==> src/rtl/alu_seq.sv <==
// Multi-cycle ALU: single-cycle logic/arith ops, iterative one-bit-per-cycle shifts and
// an unsigned shift-add multiply, with registered result and NZP/C/V flags behind Start/Busy/Done.
module alu_seq #(
   parameter int WIDTH = 16,
   localparam int SHW = $clog2(WIDTH)
) (
   input  logic             Clk,
   input  logic             Reset,
   input  logic             Start,
   input  logic [3:0]       Op,
   input  logic [WIDTH-1:0] A_In,
   input  logic [WIDTH-1:0] B_In,
   output logic [WIDTH-1:0] Out,
   output logic             N,
   output logic             Z,
   output logic             P,
   output logic             C,
   output logic             V,
   output logic             Busy,
   output logic             Done
);

   localparam logic [3:0] OP_ADD = 4'b0000;
   localparam logic [3:0] OP_AND = 4'b0001;
   localparam logic [3:0] OP_NOT = 4'b0010;
   localparam logic [3:0] OP_SUB = 4'b0100;
   localparam logic [3:0] OP_OR  = 4'b0101;
   localparam logic [3:0] OP_XOR = 4'b0110;
   localparam logic [3:0] OP_SHL = 4'b1000;
   localparam logic [3:0] OP_SHR = 4'b1001;
   localparam logic [3:0] OP_SAR = 4'b1010;
   localparam logic [3:0] OP_MUL = 4'b1011;

   localparam logic [SHW-1:0] CNT_ONE = SHW'(1);
   localparam logic [SHW-1:0] CNT_MUL = SHW'(WIDTH - 1);

   typedef enum logic [1:0] {
      IDLE  = 2'd0,
      SHIFT = 2'd1,
      MUL   = 2'd2
   } state_t;

   state_t               state_q, state_d;
   logic [3:0]           op_q, op_d;
   logic [SHW-1:0]       cnt_q, cnt_d;
   logic [WIDTH-1:0]     sh_q, sh_d;
   logic [WIDTH-1:0]     mcand_q, mcand_d;
   logic [2*WIDTH-1:0]   prod_q, prod_d;
   logic [WIDTH-1:0]     out_q, out_d;
   logic                 n_q, n_d, z_q, z_d, p_q, p_d;
   logic                 c_q, c_d, v_q, v_d;
   logic                 done_q, done_d;

   logic                 finish;
   logic [WIDTH-1:0]     res;
   logic                 resC, resV;
   logic [WIDTH:0]       sum;
   logic [WIDTH:0]       mulSum;
   logic [2*WIDTH-1:0]   prodNext;
   logic [WIDTH-1:0]     shNext;
   logic                 shOut;

   // One multiplier bit per step: add the multiplicand into the upper half, then shift right.
   always_comb begin
      mulSum   = {1'b0, prod_q[2*WIDTH-1:WIDTH]} + {1'b0, (prod_q[0] ? mcand_q : '0)};
      prodNext = {mulSum, prod_q[WIDTH-1:1]};
   end

   always_comb begin
      shNext = sh_q;
      shOut  = 1'b0;
      case (op_q)
         OP_SHR:  begin shNext = {1'b0, sh_q[WIDTH-1:1]};        shOut = sh_q[0];       end
         OP_SAR:  begin shNext = {sh_q[WIDTH-1], sh_q[WIDTH-1:1]}; shOut = sh_q[0];     end
         default: begin shNext = {sh_q[WIDTH-2:0], 1'b0};        shOut = sh_q[WIDTH-1]; end
      endcase
   end

   // Next-state logic; any completing path raises finish, and result/flags are committed together.
   always_comb begin
      state_d = state_q;
      op_d    = op_q;
      cnt_d   = cnt_q;
      sh_d    = sh_q;
      mcand_d = mcand_q;
      prod_d  = prod_q;
      out_d   = out_q;
      n_d     = n_q;
      z_d     = z_q;
      p_d     = p_q;
      c_d     = c_q;
      v_d     = v_q;
      done_d  = 1'b0;
      finish  = 1'b0;
      res     = '0;
      resC    = 1'b0;
      resV    = 1'b0;
      sum     = '0;

      case (state_q)
         IDLE: begin
            if (Start) begin
               op_d = Op;
               case (Op)
                  OP_ADD: begin
                     sum    = {1'b0, A_In} + {1'b0, B_In};
                     res    = sum[WIDTH-1:0];
                     resC   = sum[WIDTH];
                     resV   = (A_In[WIDTH-1] == B_In[WIDTH-1]) && (res[WIDTH-1] != A_In[WIDTH-1]);
                     finish = 1'b1;
                  end
                  OP_SUB: begin
                     sum    = {1'b0, A_In} + {1'b0, ~B_In} + (WIDTH+1)'(1);
                     res    = sum[WIDTH-1:0];
                     resC   = sum[WIDTH];
                     resV   = (A_In[WIDTH-1] != B_In[WIDTH-1]) && (res[WIDTH-1] != A_In[WIDTH-1]);
                     finish = 1'b1;
                  end
                  OP_AND: begin res = A_In & B_In; finish = 1'b1; end
                  OP_OR:  begin res = A_In | B_In; finish = 1'b1; end
                  OP_XOR: begin res = A_In ^ B_In; finish = 1'b1; end
                  OP_NOT: begin res = ~A_In;       finish = 1'b1; end
                  OP_SHL, OP_SHR, OP_SAR: begin
                     if (B_In[SHW-1:0] == '0) begin
                        res    = A_In;
                        finish = 1'b1;
                     end else begin
                        sh_d    = A_In;
                        cnt_d   = B_In[SHW-1:0] - CNT_ONE;
                        state_d = SHIFT;
                     end
                  end
                  OP_MUL: begin
                     mcand_d = A_In;
                     prod_d  = {{WIDTH{1'b0}}, B_In};
                     cnt_d   = CNT_MUL;
                     state_d = MUL;
                  end
                  default: begin res = A_In; finish = 1'b1; end
               endcase
            end
         end
         SHIFT: begin
            sh_d  = shNext;
            cnt_d = cnt_q - CNT_ONE;
            if (cnt_q == '0) begin
               res     = shNext;
               resC    = shOut;
               finish  = 1'b1;
               state_d = IDLE;
            end
         end
         MUL: begin
            prod_d = prodNext;
            cnt_d  = cnt_q - CNT_ONE;
            if (cnt_q == '0) begin
               res     = prodNext[WIDTH-1:0];
               resC    = |prodNext[2*WIDTH-1:WIDTH];
               finish  = 1'b1;
               state_d = IDLE;
            end
         end
         default: state_d = IDLE;
      endcase

      if (finish) begin
         out_d  = res;
         c_d    = resC;
         v_d    = resV;
         n_d    = res[WIDTH-1];
         z_d    = (res == '0);
         p_d    = !res[WIDTH-1] && (res != '0);
         done_d = 1'b1;
      end
   end

   always_ff @(posedge Clk or posedge Reset) begin
      if (Reset) begin
         state_q <= IDLE;
         op_q    <= '0;
         cnt_q   <= '0;
         sh_q    <= '0;
         mcand_q <= '0;
         prod_q  <= '0;
         out_q   <= '0;
         n_q     <= 1'b0;
         z_q     <= 1'b0;
         p_q     <= 1'b0;
         c_q     <= 1'b0;
         v_q     <= 1'b0;
         done_q  <= 1'b0;
      end else begin
         state_q <= state_d;
         op_q    <= op_d;
         cnt_q   <= cnt_d;
         sh_q    <= sh_d;
         mcand_q <= mcand_d;
         prod_q  <= prod_d;
         out_q   <= out_d;
         n_q     <= n_d;
         z_q     <= z_d;
         p_q     <= p_d;
         c_q     <= c_d;
         v_q     <= v_d;
         done_q  <= done_d;
      end
   end

   assign Out  = out_q;
   assign N    = n_q;
   assign Z    = z_q;
   assign P    = p_q;
   assign C    = c_q;
   assign V    = v_q;
   assign Done = done_q;
   assign Busy = (state_q != IDLE);

endmodule

==> config.mk <==
export PLATFORM = sky130hd
export DESIGN_NAME = alu_seq
export DESIGN_NICKNAME = d
export VERILOG_FILES = /design/src/rtl/alu_seq.sv
export SDC_FILE = /design/constraint.sdc
export NUM_CORES = 1
export LEC_CHECK = 0
export ABC_AREA = 1
export CAP_MARGIN = 20
export CELL_PAD_IN_SITES_DETAIL_PLACEMENT = 1
export CELL_PAD_IN_SITES_GLOBAL_PLACEMENT = 1
export CORE_ASPECT_RATIO = 1.4
export CORE_UTILIZATION = 47
export CTS_BUF_LIST = sky130_fd_sc_hd__clkbuf_8
export DETAILED_ROUTE_END_ITERATION = 8
export GPL_TIMING_DRIVEN = 0
export PLACE_DENSITY_LB_ADDON = 0.25
export SLEW_MARGIN = 15
export SYNTH_ARGS = -nofsm -noshare
export SYNTH_HDL_FRONTEND = slang
export SYNTH_SLANG_ARGS = --single-unit
==> constraint.sdc <==
create_clock -name Clk -period 7.55 [get_ports Clk]
set_input_delay 1.51 -clock Clk [delete_from_list [all_inputs] [get_ports Clk]]
set_output_delay 1.51 -clock Clk [all_outputs]
set_load 0.01 [all_outputs]
==> metrics.log, run 1 <==
[metrics] status: complete, no violations
[metrics] ranking of synthesized cells by instance count: nand2_1, inv_1, nand3_1
[metrics] # nets final: 1624
[metrics] detailed placer's ending HPWL: 28300 um
[metrics] most common cell in the netlist: nand2_1
[metrics] worst reg2reg path startpoint: prod_q[0]
[metrics] clock tree sinks: 95
[metrics] FP Rows: 59
[metrics] global-route total usage across every layer: 0.354
[metrics] setup violators final: 0
[metrics] Synth Area per Inst: 6.30 um^2
[metrics] area delta synth->final: 12.5%
[metrics] power per standard cell area: 286 nW/um^2
[metrics] starting density of the core: 0.484
[metrics] Die Outline Area: 19800 um^2
[metrics] relative contribution of the clock network to total power: 0.111
[metrics] RSZ-0062 raised after global routing: false
[metrics] number of design-rule violations left by the first detailed-router iteration: 463
[metrics] startpoint type of the worst setup path: input pin
[metrics] WHS Path Cells: 2
[metrics] largest net degree at the start of global routing: 60
[metrics] Worst Setup Slack, final: 3.04 ns
[metrics] internal power of the cells: 0.00144 W
[metrics] start point of the worst min-delay path: mcand_q[6]
[metrics] Arrival @ worst endpoint: 4.83 ns
[metrics] count of port buffers added during placement: 61
[metrics] Ys Warns: 0
[metrics] max_cap viols: 0
[metrics] post-CTS resize count: 0
[metrics] Max-Slew Margin vs Limit: 0.373
[metrics] first-pass GRT wire length: 54600 um
[metrics] maximum vdd drop: 0.000125 V
[metrics] final critical-path required period: 4.51 ns
[metrics] first element of the critical path: B_In[0]
[metrics] # H-tree levels: 3
[metrics] remaining routing DRC violations: 0
[metrics] Post-synth top flop: dfrtp_1
[metrics] ANT nets after route: 0
[metrics] clock slew seen by the registers of the worst setup and hold paths: 0.11 ns
[metrics] worst slack at placement: 2.74 ns
[metrics] area fraction of the dominant cell type after synthesis: 0.263
[metrics] Switching Fraction: 0.503
[metrics] Post-Syn Nets: 1551
[metrics] count of state elements after synthesis: 95
[metrics] total I/O pin count: 62
[metrics] Netlist cell types: 44
[metrics] Post-synth EDFFs: 0
[metrics] layout cell share with drive strength beyond 1: 0.0489
[metrics] core outline area: 18700 um^2
[metrics] cell area after synthesis: 9030 um^2
[metrics] sequential element share of the synthesized area: 0.263
[metrics] Register-to-Register Path Depth: 20
[metrics] final weighted congestion of routability-driven global placement: 0.903
[metrics] Via density: 5.61
[metrics] vias in the first global route: 10559
[metrics] final worst path period share: 0.597
[metrics] transition time of the tightest slew-check pin: 0.938 ns
[metrics] final-layout setup total negative slack: 0 ns
[metrics] final slew viol count: 0
[metrics] achievable frequency: 222 MHz
[metrics] Req. time, crit path: 7.87 ns
[metrics] top cells by area in the synthesized netlist: dfrtp_1, nand2_1, ha_1
[metrics] hold buffer count at cts: 0
[metrics] leak pwr: 5.55 nW
[metrics] async set or reset register ratio after synthesis: 1.00
[metrics] cts bufs inserted: 9
[metrics] clock root cell: clkbuf_8
[metrics] Setup crit end kind: flip-flop
[metrics] WL final: 33800 um
[metrics] R2R Setup Slk: 4.05 ns
[metrics] number of antenna violations at the first check in global routing: 1
[metrics] Gate power share: 0.594
[metrics] Initial DRT Pass Iterations: 5
[metrics] count of vias placed by the detailed router: 9858
[metrics] total overflow reported by the global router: 0
[metrics] clock latency on the worst-skew pair: 0.38 ns
[metrics] buffers inserted by post-CTS timing repair: 0
[metrics] highest fanout seen on the critical path: 5
[metrics] clock buffer depth: 2
[metrics] gate count after technology mapping: 1434
[metrics] antenna diode instance count: 0
[metrics] CP Class: in -> reg
[metrics] P_sw: 0.00146 W
[metrics] dominant cell type by area after synthesis: dfrtp_1
[metrics] vertical die dimension: 166 um
[metrics] wire length per cell after detailed routing: 19.2 um
[metrics] class of the tightest hold or removal check: reg -> reg
[metrics] die outline width: 119 um
[metrics] Clock Skew: 0.0140 ns
[metrics] CTS tree: built
[metrics] number of hold-slack violations in the final timing report: 0
[metrics] Seq pwr share: 0.294
state kept, by name (all words and copies together), names as in the netlist:
name / cells
Out: 16
C: 1
P: 1
Z: 1
sh_q: 16
state_q: 2
mcand_q: 16
op_q: 4
cnt_q: 4
prod_q: 32
V: 1
Done: 1
worst max-delay path, stage by stage:
cell             delay (ns)
clkdlybuf4s50_1        0.68
ha_1                   0.37
inv_1                  0.09
fa_1                   0.38
inv_1                  0.16
nand3_1                0.13
nand2_1                0.20
nand2_1                0.07
nand3_1                0.08
nand4_1                0.15
nand2_1                0.11
nand2_1                0.08
nand2_1                0.10
nand2_1                0.07
nor3_1                 0.36
nand4_1                0.17
nand2_1                0.11
path summary, 6_finish.rpt:
kind	endpoint
max in group asynchronous	prod_q[20]
max	Z
min reg2reg	mcand_q[6]
min	mcand_q[6]
max reg2reg	C
min in group asynchronous	prod_q[30]
placed cells by master (no fill, tap or decap), types with 8 or more instances in the layout:
master	count
a211oi_1	10
o22ai_1	14
nor2_1	115
inv_1	232
clkbuf_1	14
buf_2	19
nand3_1	117
a31oi_1	13
xor2_1	11
o21ai_0	85
o211ai_1	8
buf_4	8
nand4_1	19
clkbuf_8	10
a22oi_1	9
ha_1	75
clkdlybuf4s50_1	61
dfrtp_1	95
a21oi_1	84
nor3_1	11
nand2_1	427
per-layer routing:
metal / routed length, um / track usage / vias up
li1: - / - / 4711
met1: 13000 / 0.384 / 4802
met2: 17800 / 0.661 / 229
met3: 944 / 0.0299 / 114
met4: 2020 / 0.207 / 2
met5: 13 / 0 / -
stage by stage:
| step | cells | hold WS (ns) | cell area, um^2 | utilization | power [W] |
|---|---|---|---|---|---|
| floorplan | 1434 | 0.453 | 9030 | - | 0.00195 |
| global placement | 1739 | 0.463 | 9950 | 0.533 | 0.00246 |
| detailed placement | 1740 | 0.473 | 9980 | 0.534 | 0.00256 |
| CTS | 1756 | 0.496 | 10200 | 0.544 | 0.00289 |
| global route | 1756 | 0.517 | 10200 | 0.544 | 0.00314 |
| finish | 1756 | 0.496 | 10200 | 0.544 | 0.00290 |
final cells by class:
cell class                 count  area [um^2]
buffer                        47          278
clock buffer                   9          124
clock inverter                 7         55.1
fill                        2681         8520
inverter                     240          903
multi-input combinational   1052         5480
sequential                    95         2380
tap                          244          305
timing repair buffer          62          638
power by group through the flow:
stage	clock [W]	sequential [W]	combinational [W]
floorplan	0	0.000845	0.00111
global placement	0	0.000847	0.00161
detailed placement	0	0.000863	0.00169
CTS	0.000322	0.000852	0.00172
global route	0.000338	0.000876	0.00192
finish	0.000323	0.000854	0.00173
cells by family after synthesis:
group | count (synthesis) | share of synthesized area
xor+xnor | 15 | 0.0145
fa+ha+maj | 78 | 0.111
simple gates | 715 | 0.328
flops | 95 | 0.263
buf+inv | 287 | 0.130
compound gates | 244 | 0.153
Note: power is estimated with default switching activity, not from simulation.
==> inputs of run 2 (changes only) <==
CORE_UTILIZATION = 40   (was 47)
clock period = 3.9 ns   (was 7.55 ns; I/O delays follow)
==> run 2 against run 1 <==
Net effect:
- critical endpoint is now P
- sequential cell count unchanged
- worst setup slack worse by 2.8 ns
- largest power group unchanged
- wire length about the same
- critical path type unchanged
==> metrics.log, run 2 (same netlist as run 1, synthesis figures left out) <==
[metrics] Global Route met3 Usage: 0.0170 (-0.0129)
[metrics] startpoint type of the worst setup path: input pin
[metrics] setup violators final: 0 (unchanged)
[metrics] internal power of the cells: 0.00287 W (+99%)
[metrics] R2R Setup Slk: 0.42 ns (-3.63 ns)
[metrics] most frequent standard cell in the layout excluding fill and tap cells: nand2_1
[metrics] final critical-path required period: 3.67 ns
[metrics] start point of the worst min-delay path: Z
[metrics] cell area after layout: 10300 um^2 (+0.97%)
[metrics] max_cap viols: 0 (unchanged)
[metrics] CTS tree: built
[metrics] CP Class: in -> reg
[metrics] Initial DRT Pass Iterations: 5 (unchanged)
[metrics] max FFs per register: 32 (unchanged)
[metrics] highest fanout seen on the critical path: 5 (unchanged)
[metrics] vertical die dimension: 180 um (+8.3%)
[metrics] antenna diode instance count: 0 (unchanged)
[metrics] number of design-rule violations left by the first detailed-router iteration: 398 (-14%)
[metrics] WL final: 33800 um (about the same)
[metrics] first-pass GRT wire length: 54300 um (-0.57%)
[metrics] total I/O pin count: 62 (unchanged)
[metrics] RSZ-0062 raised after global routing: false
[metrics] final slew viol count: 0 (unchanged)
[metrics] area delta synth->final: 13.5%
[metrics] Via density: 5.33 (-5.1%)
[metrics] final-layout setup total negative slack: 0 ns (unchanged)
[metrics] Worst Setup Slack, final: 0.228 ns (-2.81 ns)
[metrics] Switching Fraction: 0.491 (-0.0123)
[metrics] Gate power share: 0.585 (-0.009)
[metrics] stage delay of the slowest cell on the critical path: 0.64 ns (-0.04 ns)
[metrics] power per standard cell area: 550 nW/um^2 (+92%)
[metrics] clock buffer depth: 2 (unchanged)
[metrics] met2 Track Usage GR: 0.577 (-0.0842)
[metrics] register with the most flip-flops: prod_q
[metrics] clock slew seen by the registers of the worst setup and hold paths: 0.10 ns (about the same)
[metrics] starting density of the core: 0.410 (-0.0735)
[metrics] achievable frequency: 272 MHz
[metrics] Final Power: 0.00564 W (+94%)
[metrics] clock latency on the worst-skew pair: 0.39 ns (about the same)
[metrics] placed cell count: 1793 (+3.0%)
[metrics] ANT nets after route: 0 (unchanged)
[metrics] Arrival @ worst endpoint: 3.96 ns (-0.87 ns)
[metrics] maximum vdd drop: 0.000221 V (+76%)
[metrics] leak pwr: 5.58 nW (+0.54%)
[metrics] hold buffer count at cts: 0 (unchanged)
[metrics] remaining routing DRC violations: 0 (unchanged)
[metrics] final weighted congestion of routability-driven global placement: 0.900 (-0.34%)
[metrics] cts bufs inserted: 9 (unchanged)
[metrics] Register-to-Register Path Depth: 20 (unchanged)
[metrics] number of hold-slack violations in the final timing report: 0 (unchanged)
[metrics] most frequent CP cell: nand2_1
[metrics] FILL cells: 3021 (+13%)
[metrics] transition time of the tightest slew-check pin: 0.857 ns (-0.0805 ns)
[metrics] Seq pwr share: 0.291 (-0.003)
[metrics] layout cell share with drive strength beyond 1: 0.0489 (unchanged)
[metrics] Req. time, crit path: 4.19 ns (-3.68 ns)
[metrics] # H-tree levels: 3 (unchanged)
[metrics] post-placement cell area: 10000 um^2 (+0.69%)
[metrics] class of the tightest hold or removal check: reg -> reg
[metrics] worst slack at placement: -0.167 ns (-2.90 ns)
[metrics] Die Outline Area: 23200 um^2 (+17%)
[metrics] WHS Path Cells: 2 (unchanged)
[metrics] final worst path period share: 0.942
[metrics] P_sw: 0.00277 W (+90%)
[metrics] Max-Slew Margin vs Limit: 0.426 (+0.0538)
[metrics] die outline width: 129 um (+8.3%)
[metrics] endpoint of the worst-slack reg-to-reg timing path: C
[metrics] # nets final: 1624 (unchanged)
[metrics] clock tree sinks: 95 (unchanged)
[metrics] final cell count without fillers: 1809 (+3.0%)
[metrics] count of port buffers added during placement: 61 (unchanged)
[metrics] status: complete, no violations
[metrics] number of antenna violations at the first check in global routing: 0 (-1)
[metrics] clock root cell: clkbuf_8
[metrics] wire length per cell after detailed routing: 18.7 um (-2.9%)
[metrics] Endpoint, Worst Hold: Z
[metrics] count of vias placed by the detailed router: 9637 (-2.2%)
[metrics] met1 global-route usage: 0.344 (-0.0407)
[metrics] largest net degree at the start of global routing: 80 (+33%)
[metrics] vias in the first global route: 10316 (-2.3%)
[metrics] Clock Skew: 0.0118 ns (-0.00229 ns)
[metrics] slowest cell on the critical path: clkdlybuf4s50_1
[metrics] Setup crit end kind: flip-flop
[metrics] peak-usage layer in the global routing report: met2
[metrics] worst reg2reg path startpoint: prod_q[0]
[metrics] cells along the critical path: clkdlybuf4s50_1 -> ha_1 -> inv_1 -> fa_1 -> inv_1 -> nand3_1 -> nand2_1 -> nand2_1 -> nand2_1 -> nand2_1 -> nand3_1 -> nand3_1 -> a21boi_1 -> nand2_1 -> nor2_1 -> nand4_1 -> nand2_1 -> nand2_1
[metrics] relative contribution of the clock network to total power: 0.124 (+0.013)
[metrics] detailed placer's ending HPWL: 28200 um (-0.57%)
[metrics] FP Rows: 64 (+8.5%)
[metrics] global-route total usage across every layer: 0.306 (-0.0477)
[metrics] core outline area: 22000 um^2 (+18%)
[metrics] top library cells by usage in the layout, fill and taps aside: nand2_1, inv_1, nand3_1
[metrics] total overflow reported by the global router: 0 (unchanged)
run 2: through the flow:
stage                     hold WS [ns]  utilization
after floorplan                  0.453            -
after global placement           0.464        0.455
after detailed placement         0.473        0.456
after CTS                        0.496        0.466
after global routing             0.518        0.466
final                            0.490        0.466
run 2: how the worst max path moves through the flow:
stage                          to  cells past startpoint  startpoint  slack (ns)
after floorplan                 C                      1       Reset        0.64
after global placement    op_q[0]                      2       Reset       -0.97
after detailed placement        P                     18     B_In[0]       -0.17
after CTS                       C                     20   prod_q[0]        0.24
after global routing            P                     18     B_In[0]        0.04
final                           P                     18     B_In[0]        0.23
run 2: per-layer routing:
metal	routed length [um]	part of all wire
met1	13400	0.40
met2	18000	0.53
met3	682	0.020
met4	1640	0.048
met5	0	0
run 2: power by group through the flow:
stage | Combinational (W) | Clock [W] | Sequential, W
finish | 0.00330 | 0.000702 | 0.00164
global placement | 0.00315 | 0 | 0.00164
detailed placement | 0.00327 | 0 | 0.00166
CTS | 0.00330 | 0.000714 | 0.00164
floorplan | 0.00214 | 0 | 0.00164
global route | 0.00367 | 0.000745 | 0.00169
run 2: critical path, delay by kind of cell:
family          cells  cell delay, ns
simple gates       12            1.18
fa+ha+maj           2            0.74
compound gates      1            0.36
buf+inv             3            0.89
run 2: final cells by class:
class,instances,area [um^2],share of cell area
sequential,95,2380,0.232
timing repair buffer,62,641,0.0625
clock buffer,10,138,0.0134
inverter,240,906,0.0883
tap,297,372,0.0362
buffer,47,279,0.0272
clock inverter,6,67.6,0.00659
multi-input combinational,1052,5480,0.534
run 2: repair_timing:
item,in CTS,in global routing
endpoints found under the setup margin,0,2
setup buffers,0,0
resized for setup,0,3
